$ cat src/rtl/rv32i_inst_wb_pkg.sv
// Shared types and constants for the RV32I instruction-fetch Wishbone bridge.
package rv32i_inst_wb_pkg;

  typedef enum logic [1:0] {
    IDLE  = 2'd0,
    BUSY  = 2'd1,
    DRAIN = 2'd2
  } state_t;

  localparam logic [15:0] TIMEOUT_LIMIT = 16'hFFFF;

  localparam int RSP_ADDR_W = 32;
  localparam int RSP_DATA_W = 32;

  typedef struct packed {
    logic [RSP_DATA_W-1:0] data;
    logic [RSP_ADDR_W-1:0] addr;
    logic                  err;
  } rsp_t;

endpackage

$ cat src/rtl/rv32i_inst_wb_sync_fifo.sv
// First-word fall-through synchronous FIFO with a same-cycle clear; the head
// entry is read straight from the storage registers.
module rv32i_inst_wb_sync_fifo #(
  parameter int WIDTH = 32,
  parameter int DEPTH = 4
) (
  input  logic             clk,
  input  logic             rst,
  input  logic             clr,
  input  logic             push,
  input  logic [WIDTH-1:0] wdata,
  input  logic             pop,
  output logic [WIDTH-1:0] rdata,
  output logic             empty,
  output logic             full,
  output logic [31:0]      count
);

  localparam int AW = (DEPTH > 1) ? $clog2(DEPTH) : 1;
  localparam logic [AW:0] PTR_ONE = 1;

  // Storage is rounded up to a power of two; the extra pointer bit keeps
  // occupancy unambiguous, and capacity is still limited to DEPTH.
  logic [WIDTH-1:0] mem [2**AW];
  logic [AW:0]      wptr, rptr, used;
  logic             do_push, do_pop;

  assign used    = wptr - rptr;
  assign count   = 32'(used);
  assign empty   = (used == '0);
  assign full    = (32'(used) == DEPTH);
  assign do_pop  = pop && !empty;
  assign do_push = push && (!full || do_pop);
  assign rdata   = mem[rptr[AW-1:0]];

  always_ff @(posedge clk) begin
    if (rst || clr) begin
      wptr <= '0;
      rptr <= '0;
    end else begin
      if (do_push) wptr <= wptr + PTR_ONE;
      if (do_pop)  rptr <= rptr + PTR_ONE;
    end
  end

  always_ff @(posedge clk) begin
    if (do_push && !clr) mem[wptr[AW-1:0]] <= wdata;
  end

endmodule

$ cat src/rtl/rv32i_inst_wb_pipe_adapter.sv
// Fetch request/response to Wishbone B4 pipelined read bridge with flush and
// error reporting. Optional bus timeout: define RV32I_INST_WB_TIMEOUT_EN.
module rv32i_inst_wb_pipe_adapter
  import rv32i_inst_wb_pkg::*;
#(
  parameter int ADDR_W          = 32,
  parameter int DATA_W          = 32,
  parameter int MAX_OUTSTANDING = 4,
  parameter int RSP_DEPTH       = 4
) (
  input  logic                clk,
  input  logic                rst,
  input  logic                req_valid_i,
  output logic                req_ready_o,
  input  logic [ADDR_W-1:0]   req_addr_i,
  input  logic                flush_i,
  output logic                rsp_valid_o,
  input  logic                rsp_ready_i,
  output logic [DATA_W-1:0]   rsp_data_o,
  output logic [ADDR_W-1:0]   rsp_addr_o,
  output logic                rsp_err_o,
  output logic                wb_cyc_o,
  output logic                wb_stb_o,
  output logic                wb_we_o,
  output logic [ADDR_W-1:0]   wb_adr_o,
  output logic [DATA_W-1:0]   wb_dat_o,
  output logic [DATA_W/8-1:0] wb_sel_o,
  input  logic                wb_stall_i,
  input  logic                wb_ack_i,
  input  logic [DATA_W-1:0]   wb_dat_i,
  input  logic                wb_err_i
);

  localparam int CNT_W = $clog2(MAX_OUTSTANDING + 1) + 1;
  localparam int RSP_W = DATA_W + ADDR_W + 1;

  state_t             state_q, state_d;
  logic [CNT_W-1:0]   out_q, out_d, drop_q, drop_d;
  logic               stb_p1;
  logic [ADDR_W-1:0]  adr_p1;
  logic               accept, issue, term, drop_hit, done_hit, tmo_hit;
  logic [31:0]        in_flight, rsp_count, addr_count;
  logic               rsp_push, rsp_pop, rsp_empty, rsp_full;
  logic [RSP_W-1:0]   rsp_wdata, rsp_rdata;
  logic [ADDR_W-1:0]  head_addr;
  logic               addr_pop, addr_empty, addr_full;
  logic               unused_addr_fifo;

  assign term     = wb_ack_i || wb_err_i;
  assign issue    = stb_p1 && !wb_stall_i;
  assign drop_hit = term && (drop_q != '0);
  assign done_hit = term && !drop_hit && (out_q != '0);

  // A beat sitting in the issue stage already owns a bus slot and a response
  // slot, so it is counted alongside the issued-but-unacknowledged reads.
  assign in_flight   = 32'(out_q) + 32'(stb_p1);
  assign req_ready_o = !rst && (state_q != DRAIN) && !(stb_p1 && wb_stall_i) &&
                       (in_flight < 32'(MAX_OUTSTANDING)) &&
                       ((in_flight + rsp_count) < 32'(RSP_DEPTH)) && !flush_i;
  assign accept      = req_valid_i && req_ready_o;

`ifdef RV32I_INST_WB_TIMEOUT_EN
  logic [15:0] tmo_cnt;

  assign tmo_hit = (tmo_cnt == TIMEOUT_LIMIT) && (out_q != '0) && !term && !flush_i;

  always_ff @(posedge clk) begin
    if (rst) tmo_cnt <= '0;
    else if (term || flush_i || tmo_hit || (out_q == '0)) tmo_cnt <= '0;
    else tmo_cnt <= tmo_cnt + 16'd1;
  end
`else
  assign tmo_hit = 1'b0;
`endif

  // A timed-out read retires as an error; its late ack is absorbed via drop_q.
  assign addr_pop  = done_hit || tmo_hit;
  assign rsp_push  = (done_hit || tmo_hit) && !flush_i;
  assign rsp_pop   = rsp_ready_i && !rsp_empty;
  assign rsp_wdata = tmo_hit ? {1'b1, head_addr, {DATA_W{1'b0}}}
                             : {wb_err_i, head_addr, (wb_err_i ? {DATA_W{1'b0}} : wb_dat_i)};

  always_comb begin
    state_d = state_q;
    out_d   = out_q;
    drop_d  = drop_q;
    if (flush_i) begin
      out_d   = '0;
      drop_d  = drop_q - CNT_W'(drop_hit) + out_q + CNT_W'(issue) - CNT_W'(done_hit);
      state_d = (drop_d != '0) ? DRAIN : IDLE;
    end else begin
      out_d  = out_q + CNT_W'(issue) - CNT_W'(done_hit) - CNT_W'(tmo_hit);
      drop_d = drop_q - CNT_W'(drop_hit) + CNT_W'(tmo_hit);
      unique case (state_q)
        IDLE:    if (accept) state_d = BUSY;
        BUSY:    if ((out_q == '0) && !stb_p1 && !accept && (drop_q == '0)) state_d = IDLE;
        DRAIN:   if (drop_d == '0) state_d = IDLE;
        default: state_d = IDLE;
      endcase
    end
  end

  always_ff @(posedge clk) begin
    if (rst) begin
      state_q <= IDLE;
      out_q   <= '0;
      drop_q  <= '0;
      stb_p1  <= 1'b0;
    end else begin
      state_q <= state_d;
      out_q   <= out_d;
      drop_q  <= drop_d;
      if (flush_i)     stb_p1 <= 1'b0;
      else if (accept) stb_p1 <= 1'b1;
      else if (issue)  stb_p1 <= 1'b0;
    end
  end

  // Issue stage p1: address register feeding the bus
  always_ff @(posedge clk) begin
    if (accept) adr_p1 <= req_addr_i;
  end

  rv32i_inst_wb_sync_fifo #(.WIDTH(ADDR_W), .DEPTH(MAX_OUTSTANDING)) u_addr_fifo (
    .clk   (clk),
    .rst   (rst),
    .clr   (flush_i),
    .push  (issue),
    .wdata (adr_p1),
    .pop   (addr_pop),
    .rdata (head_addr),
    .empty (addr_empty),
    .full  (addr_full),
    .count (addr_count)
  );

  rv32i_inst_wb_sync_fifo #(.WIDTH(RSP_W), .DEPTH(RSP_DEPTH)) u_rsp_fifo (
    .clk   (clk),
    .rst   (rst),
    .clr   (flush_i),
    .push  (rsp_push),
    .wdata (rsp_wdata),
    .pop   (rsp_pop),
    .rdata (rsp_rdata),
    .empty (rsp_empty),
    .full  (rsp_full),
    .count (rsp_count)
  );

  assign unused_addr_fifo = ^{addr_empty, addr_full, addr_count};

  assign rsp_valid_o = !rsp_empty;
  assign rsp_data_o  = rsp_rdata[DATA_W-1:0];
  assign rsp_addr_o  = rsp_rdata[DATA_W +: ADDR_W];
  assign rsp_err_o   = rsp_rdata[RSP_W-1];

  assign wb_cyc_o = (state_q != IDLE);
  assign wb_stb_o = stb_p1;
  assign wb_adr_o = adr_p1;
  assign wb_we_o  = 1'b0;
  assign wb_dat_o = '0;
  assign wb_sel_o = '1;

  overflow_chk: assert property (@(posedge clk) disable iff (rst)
    !(rsp_push && rsp_full && !rsp_pop));

endmodule

$ cat config.mk
export PLATFORM = sky130hd
export DESIGN_NAME = rv32i_inst_wb_pipe_adapter
export DESIGN_NICKNAME = d
export VERILOG_FILES = /design/src/rtl/rv32i_inst_wb_pkg.sv /design/src/rtl/rv32i_inst_wb_sync_fifo.sv /design/src/rtl/rv32i_inst_wb_pipe_adapter.sv
export SDC_FILE = /design/constraint.sdc
export NUM_CORES = 1
export LEC_CHECK = 0
export ABC_AREA = 1
export CAP_MARGIN = 10
export CORE_MARGIN = 2
export CORE_UTILIZATION = 55
export DETAILED_ROUTE_END_ITERATION = 7
export PLACE_DENSITY = 0.81
export SLEW_MARGIN = 20
export SYNTH_ARGS = -nofsm -noshare
export SYNTH_HDL_FRONTEND = slang
export SYNTH_SLANG_ARGS = --single-unit
$ cat constraint.sdc
create_clock -name clk -period 9.8 [get_ports clk]
set_input_delay 2.45 -clock clk [delete_from_list [all_inputs] [get_ports clk]]
set_output_delay 2.45 -clock clk [all_outputs]
set_load 0.05 [all_outputs]
== After elaboration in Yosys (flattened, before gate mapping) ==
Memories as Yosys holds them, arrays and structs flattened. A register that Yosys moved wholly into a read port is not among the register bits.
Index checks and enable logic that the tools add are counted.
Word-level totals
  bits in registers: 55
  memory bits (writable): 388
  output and inout port bits: 138
  memories kept: 2
Memory list
  u_rsp_fifo.mem: depth 4, width 65, rd ports 1, clocked after memory_dff 1, wr ports 1, RTL line rv32i_inst_wb_sync_fifo.sv:24  | logic [WIDTH-1:0] mem [2**AW];
  u_addr_fifo.mem: depth 4, width 32, rd ports 1, clocked after memory_dff 1, wr ports 1, RTL line rv32i_inst_wb_sync_fifo.sv:24
Cells by class
  $add $sub $neg: 14
  magnitude comparators: 2
  eq/ne operators: 8
  multiplexer cells: 18
  reduce and logical (&&, ||, !) cells: 50
Operator list (number)
  $mux W32: 1
  $logic_and A1 B1 Y1: 22
  $mux W2: 9
  $add A3 B1 Y3 const B: 4
  $logic_not A4 Y1: 3
  $reduce_bool A4 Y1: 3
  $sub A4 B1 Y4: 3
  $logic_not A1 Y1: 11
  $ne A3 B3 Y1 const B: 3
  $add A4 B1 Y4: 2
  $add A5 B3 Y6: 1
  $eq A3 B3 Y1 const B: 2
  $logic_not A3 Y1: 2
  $lt A6 B3 Y1 const B: 1
  $mux W1: 6
  $pmux W2 S3: 1
  $sub A3 B3 Y3: 2
  $add A4 B1 Y5: 1
  $lt A5 B3 Y1 const B: 1
  $add A4 B4 Y4: 1
  $logic_or A1 B1 Y1: 4
  $mux W4: 1
  $reduce_bool A2 Y1: 2
  $reduce_and A3 Y1: 1
  other kinds (5): 5

== Depth between registers and ports, before layout ==
  depth in word-level cells: 13
  gate-level depth with buffers: 19

== Modules after synthesis ==
Synthesis repeated with hierarchy kept, for this count alone.
Second synthesis, totals
  cell total of the unflattened synthesis: 1720
  area total of the unflattened synthesis: 19568.8 µm²
Modules (own cells, without submodules)
  rv32i_inst_wb_sync_fifo at u_rsp_fifo: instances 1, cells an instance 740, area an instance 10344.9 µm², sequential area each 7967.6 µm²
  rv32i_inst_wb_sync_fifo at u_addr_fifo: instances 1, cells an instance 420, area an instance 5480.3 µm², sequential area each 4003.8 µm²
  rv32i_inst_wb_pipe_adapter: instances 1, cells an instance 560, area an instance 3743.6 µm², sequential area each 1181.1 µm²

== Worst setup path before layout ==
No wires, ideal clock.
  path type: input to register
  from: input port wb_err_i
  to: memory u_rsp_fifo.mem[0][0] (netlist bit), enable pin
  library setup time: 488 ps
  arrival time: 5833 ps
  required time: 9312 ps
  slack: 3479 ps
  stages on the path: 5
  path buffers: 1
  path through: buf_2 -> nor2_1 -> nor3_4 -> nand3_4 -> nor2_1
On the way
  longest elaborated chain between the ends: 10
Ends and longest elaborated chain
  start, declared: RTL line rv32i_inst_wb_pipe_adapter.sv:31  | input logic wb_err_i
  $logic_or A1 B1 Y1 *: RTL line rv32i_inst_wb_pipe_adapter.sv:49  | assign term = wb_ack_i || wb_err_i;
  $logic_and A1 B1 Y1: RTL line rv32i_inst_wb_pipe_adapter.sv:51  | assign drop_hit = term && (drop_q != '0);
  $logic_not A1 Y1: RTL line rv32i_inst_wb_pipe_adapter.sv:52  | assign done_hit = term && !drop_hit && (out_q != '0);
  $logic_and A1 B1 Y1 * (2 in a row): RTL line rv32i_inst_wb_pipe_adapter.sv:52
  $logic_and A1 B1 Y1 *: RTL line rv32i_inst_wb_pipe_adapter.sv:78  | assign rsp_push = (done_hit || tmo_hit) && !flush_i;
  $logic_and A1 B1 Y1 *: RTL line rv32i_inst_wb_sync_fifo.sv:33  | assign do_push = push && (!full || do_pop);
  $logic_and A1 B1 Y1 *: RTL line rv32i_inst_wb_sync_fifo.sv:47  | if (do_push && !clr) mem[wptr[AW-1:0]] <= wdata;
  $mux W1 *: RTL line rv32i_inst_wb_sync_fifo.sv:47
  $mux W1 (implied by the code) *: RTL line rv32i_inst_wb_sync_fifo.sv:47
  end, declared: RTL line rv32i_inst_wb_sync_fifo.sv:24
Mark *: on every way between the ends. The rest lies on a longest branch, timed or not.

== Worst setup path after layout ==
  from: input port flush_i
  to: output port req_ready_o
On the way
  longest elaborated chain between the ends: 2
Ends and longest elaborated chain
  start, declared: RTL line rv32i_inst_wb_pipe_adapter.sv:16  | input logic flush_i,
  $logic_not A1 Y1: RTL line rv32i_inst_wb_pipe_adapter.sv:59  | ((in_flight + rsp_count) < 32'(RSP_DEPTH)) && !flush_i;
  $logic_and A1 B1 Y1: RTL line rv32i_inst_wb_pipe_adapter.sv:59
  end, declared: RTL line rv32i_inst_wb_pipe_adapter.sv:14  | output logic req_ready_o,
No other way between the ends.

==> impl_metrics.ini <==
[critical_path]
crit_start = flush_i
critPathTopFamily = buffers and inverters
cp-start-kind = input pin
cp_slowest_cell = clkdlybuf4s50_1
worst-path-buf-inv = 3
rr_startpoint = u_rsp_fifo.wptr[0]$_SDFFE_PP0P_
required_ns = 7.35
arrival_ns = 4.83
critPathMaxStageDelay_ns = 0.79
crit_path_end_kind = output pin
path_cells = clkdlybuf4s50_1, nor2_4, nand4_1, nor2_1, nand3_1, inv_1, clkdlybuf4s50_1
path_class = in -> out
crit_path_frequent_cell = clkdlybuf4s50_1
critPathMaxFanout = 11

[clocking]
clock_path_buffers = 3
cts_hold_buf = 0
cts_sinks = 447
clkSlewWorstSetupHoldPaths_ns = 0.06
tritoncts = done
post-cts-setup-buffers = 0
worstSkewPairLatency_ns = 0.55
cts-resized-gates = 0
cts_buffers = 43
clockRootBuffer = clkbuf_16
cts_max_level = 2

[global_route]
grt_start_max_net_pins = 131
grt_pass1_wl_um = 54900
grt_pass1_vias = 10603
grt_remaining_overflow = 0
grt_usage = 0.2111
antenna_found_initial = 0

[timing]
period_share = 0.7430
worst_slack_ns = 2.518
fmax_mhz = 137.3
rsz0062_at_grt = false
drv_slew = 0
setup_tns_ns = 0
hold_ws_ns = 0.5152
clock_skew_ns = 0.01584
hold_viol_final = 0
setup_violations = 0
worst_slew_pin_slew_ns = 0.9970
slew_headroom = 0.3354
min_period_ns = 7.282

[placed_design]
place_ws_ns = 2.509
detailed_place_hpwl_um = 20200
io_buffers = 172
dpl-instance-area_um2 = 19660
placed_cells = 1847
place_congestion = 0.8142

[status]
status = finished, final reports clean

[route]
highest_layer = met4
wirelength_met1_um = 14170
via_per_inst = 5.633
wl_per_cell_um = 18.47
postRouteAntennaNets = 0
wl_met3_um = 2607
drt_iter0_markers = 1076
drc_errors = 0
drtPass1Iterations = 5
met2_length_um = 17590
routed_wl_um = 35560
vias = 10843

[final_layout]
n_antenna_cell = 0
stdcell_area_um2 = 21010
fin_nets = 1596
finish.utilization = 0.6640
final_cells = 1925
drive_above_1_share = 0.06960
area.growth.synth_to_final_pct = 18.78

[yosys]
yosysSeqAreaShare = 0.7437
synth_common_cells = edfxtp_1, nor2_1, o21ai_0
ys.flop_type = edfxtp_1
synth_top_cell_area_share = 0.7131
synth.largest_area_cell = edfxtp_1
syn_inst = 1328
ys_warn_count = 0
synth_most_common_cell = edfxtp_1
syn_avg_cell_area_um2 = 13.32
synth-edff-count = 420
syn-cell-area_um2 = 17690
yosysUniqueCellTypes = 36
synthArstFlopShare = 0
ys_ff_latch = 447
netlist_top_cells_area = edfxtp_1, o21ai_0, nor2_1

[die]
dieArea_um2 = 33610
floorplan.die.width_um = 183.3
die_y_um = 183.3
ios = 210
core_um2 = 31640
rows = 65
start_util = 0.5590

[hold_path]
worstHoldStart = u_addr_fifo.rptr[0]$_SDFFE_PP0P_
worst_hold_path_type = reg -> reg

[pwr]
p_per_area_nw_per_um2 = 195.5
vdd_drop_max_uv = 152.9
leakage_nw = 7.364
power_mw = 4.106

[run]
max_cap_violations = 0
[state kept, by name, indices dropped and copies added (netlist names), named ones only]
signal            count
u_rsp_fifo.mem      260
u_rsp_fifo.wptr       3
u_addr_fifo.rptr      3
u_addr_fifo.mem     128
state_q               2
u_rsp_fifo.rptr       3
u_addr_fifo.wptr      3
out_q                 4
wb_adr_o             32
drop_q                4
wb_stb_o              1
[path summary, 6_finish.rpt]
path              cells after the start                               to  slack, ns
setup reg to reg                     10  u_rsp_fifo.mem[3][55]$_DFFE_PP_       6.24
hold / removal                        1                         register       0.52
hold reg to reg                       1                         register       0.52
setup / recovery                      7                      req_ready_o       2.52
[worst reg2reg max path: cells and delay by family, from the launching register on]
kind,cells,cell delay [ns]
DFF,1,0.33
and+or+nand+nor,5,1.32
buffers and inverters,3,0.88
adders and majority gates,2,0.62
[cells by family after synthesis]
| group | count (synthesis) | synth area share |
|---|---|---|
| compound gates | 325 | 0.09975 |
| xor+xnor | 9 | 0.004457 |
| fa+ha+maj | 34 | 0.02575 |
| buf+inv | 196 | 0.05023 |
| flops | 447 | 0.7437 |
| other cells | 2 | 0.0004246 |
| simple gates | 315 | 0.07570 |
[placed cells by master (no fill, tap or decap), types with 7 or more instances in the layout]
master,count
clkbuf_1,9
clkdlybuf4s50_1,172
clkinv_1,7
dfxtp_1,24
inv_1,86
o21ai_0,198
clkbuf_16,43
o21ai_1,7
nor2_1,239
conb_1,37
ha_1,30
clkinv_2,9
buf_4,14
nand3_1,16
nand2_1,33
o22ai_1,100
a21oi_1,16
edfxtp_1,420
[power breakdown]
group          leakage [nW]  internal [mW]  switching [mW]  total (mW)
Sequential             4.02           2.10          0.0186        2.12
Clock                 0.656          0.884           0.677        1.56
Combinational          2.69          0.152           0.272       0.424
Total                  7.36           3.14           0.967        4.11
[final cells by class]
type | count | area, um^2
Sequential cell | 447 | 13160
Multi-Input combinational cell | 720 | 3824
Clock inverter | 24 | 205.2
Tap cell | 402 | 503.0
Inverter | 92 | 352.8
Clock buffer | 54 | 1137
Fill cell | 2110 | 10630
Timing Repair Buffer | 186 | 1827
[routing by layer]
metal | GRT usage | vias up
li1 | - | 5041
met1 | 0.2700 | 5251
met2 | 0.3585 | 477
met3 | 0.03733 | 74
met4 | 0.08992 | 0
met5 | 0 | -
No activity file was read; power rests on OpenSTA's default activity.
==> RTL change: new RTL, same settings <==
`MAX_OUTSTANDING`: 4 -> 8.
--- a/src/rtl/rv32i_inst_wb_pipe_adapter.sv
+++ b/src/rtl/rv32i_inst_wb_pipe_adapter.sv
@@ -6,5 +6,5 @@
   parameter int ADDR_W          = 32,
   parameter int DATA_W          = 32,
-  parameter int MAX_OUTSTANDING = 4,
+  parameter int MAX_OUTSTANDING = 8,
   parameter int RSP_DEPTH       = 4
 ) (
Formal check against the unedited RTL: same outputs for any inputs over 4 cycles, from zero or initial values and one cycle with rst high; that may be too few to reach the edited logic, so the function may still have changed.
==> RTL change against the unedited design <==
- synthesized area grew 32%
- count of clock-buffer cells in the layout is 7 higher
- power is 31% higher
- setup slack improved by 0.43 ns
- die area increased by 31%
- synthesized cell count is 37% higher
- cell area up 29%
- sequential cell count up 133
- routed wire length grew 35%
- non-clock buffer count up 9
- maximum frequency increased by 6.2%
==> RTL change: results (changes against the unedited design) <==
[clocking]
cts_setup_buffers = 0  ; unchanged
clock_latency_ns = 0.61  ; +0.06 ns
cts_max_path_buffers = 3  ; unchanged
cts.clk_slew.worst_paths_ns = 0.06  ; about the same
htreeDepth = 2  ; unchanged
root_buffer = clkbuf_16
cts_hold_buf = 0  ; unchanged
cts_buffers = 54  ; +26%
cts_resized = 0  ; unchanged

[timing]
worst_clock_skew_ns = 0.0276  ; +0.0117 ns
worst_slew_pin_slew_ns = 1.07  ; +0.0692 ns

[worst_hold_path]
hold_depth = 2  ; +1
min_path_type = flip-flop to flip-flop

[synth]
seq_area_frac_synth_pct = 73.5  ; -0.89 points
synth.distinct_cells = 39  ; +8.3%
ys_top_cells_by_count = 548 x edfxtp_1, 416 x nor2_1, 260 x o21ai_0
synth_flop_cell = edfxtp_1
ys_top_cells_by_area = edfxtp_1 71%, nor2_1 6.7%, o21ai_0 5.6%
synth_edf_count = 548  ; +30%
synth_area_per_cell_sq_um = 12.8  ; -4.1%
async_flop_share_pct = 0  ; unchanged
synth_warnings = 0  ; unchanged

[drt]
drt_iter0_drc = 1603  ; +49%
first_pass_iters = 5  ; unchanged
avgRoutedWirePerCell_um = 18.8  ; +1.9%
vias = 14400  ; +33%

[setup_path]
path_max_fanout = 7  ; -4
arrival_ns = 4.41  ; -0.42 ns
r2r_cells = 10  ; unchanged

[pwr]
netSwitchingFraction_pct = 24.0  ; +0.47 points
ir_drop_v = 0.000178  ; +16%
p_leak_nw = 9.46  ; +28%

[cells_and_area]
final_cell_count_no_fill = 2559  ; +33%
fin_nets = 2084  ; +31%
drive_gt1_share_pct = 6.93  ; -0.029 points
largest_reg_flops = 260  ; unchanged
diodes = 0  ; unchanged

[global_route]
grt_first_pass_wirelength_mm = 73.7  ; +34%
track_usage_pct = 21.7  ; +0.56 points
grt_max_degree = 109  ; -17%
antenna_found_initial = 0  ; unchanged

[status]
status = finished, final reports clean

[placement]
io_buffers = 172  ; unchanged
dp_hpwl_mm = 27.0  ; +34%
dp.cells = 2459  ; +33%
gp_congestion = 0.773  ; -5.1%

-- RTL change: cell types whose count changed after synthesis, sizes merged, moves of 5 or more --
cell / change
a21oi: +7
dfxtp: +5
buf: +17
clkbuf: +11
inv: +9
nor2: +175
o21ai: +58
nor3b: -6
nand2: +33
edfxtp: +128
nand3: +16
a31oi: +32
-- RTL change: critical path: stages --
cell	delay, ns
clkdlybuf4s50_1	0.55
nor2_4	0.25
nand3_1	0.11
nor2_1	0.14
nand2_1	0.07
inv_1	0.05
clkdlybuf4s50_1	0.79
-- RTL change: path summary, 6_finish.rpt --
kind                           start  slack [ns]                    end
setup / recovery             flush_i        2.94            req_ready_o
hold reg to reg   u_rsp_fifo.rptr[1]        0.51              flip-flop
hold / removal    u_rsp_fifo.rptr[1]        0.51              flip-flop
setup reg to reg  u_rsp_fifo.wptr[0]        6.26  u_rsp_fifo.mem[0][50]
-- RTL change: kinds of logic after synthesis --
family	after synthesis	share of synthesized area [%]
AO/OA/AOI/OAI	423	9.89
XOR/XNOR	13	0.489
adder cells (fa/ha/maj)	36	2.06
buffers and inverters	232	4.57
flip-flops	580	73.5
other	2	0.0323
AND/OR/NAND/NOR	536	9.48
-- RTL change: cell type report --
type,count,area [sq um]
clock buffers,61,1380
clock inverters,39,363
fillers,2955,14800
inverters,100,377
multi-input cells,1045,5300
flip-flops and latches,580,17100
well taps,539,674
repair buffers,195,1890
-- RTL change: routing by layer --
metal  GRT usage [%]  part of all wire [%]
met1            27.8                    41
met5               0                     0
met2            37.2                    49
met4            7.78                   2.5
met3            4.03                   7.6
-- RTL change: per-stage QoR --
stage | hold slack, ns | utilization, % | area, sq um | power [mW] | setup WS (ns)
finish | 0.511 | 64.7 | 27100 | 5.39 | 2.94
global route | 0.523 | 64.7 | 27100 | 5.59 | 2.76
CTS | 0.509 | 64.7 | 27100 | 5.41 | 2.95
detailed placement | 0.499 | 60.6 | 25400 | 3.40 | 2.95
global placement | 0.486 | 60.6 | 25400 | 3.38 | 2.96
floorplan | 0.475 | - | 23400 | 3.25 | 3.58
-- RTL change: power by group through the flow --
| stage | sequential [mW] | combinational, mW | clock, mW |
|---|---|---|---|
| 4_1_cts | 2.78 | 0.576 | 2.06 |
| 3_5_place_dp | 2.83 | 0.570 | 0 |
| 2_1_floorplan | 2.85 | 0.394 | 0 |
| 3_3_place_gp | 2.83 | 0.548 | 0 |
| 5_1_grt | 2.79 | 0.637 | 2.17 |
| 6_report | 2.78 | 0.576 | 2.03 |
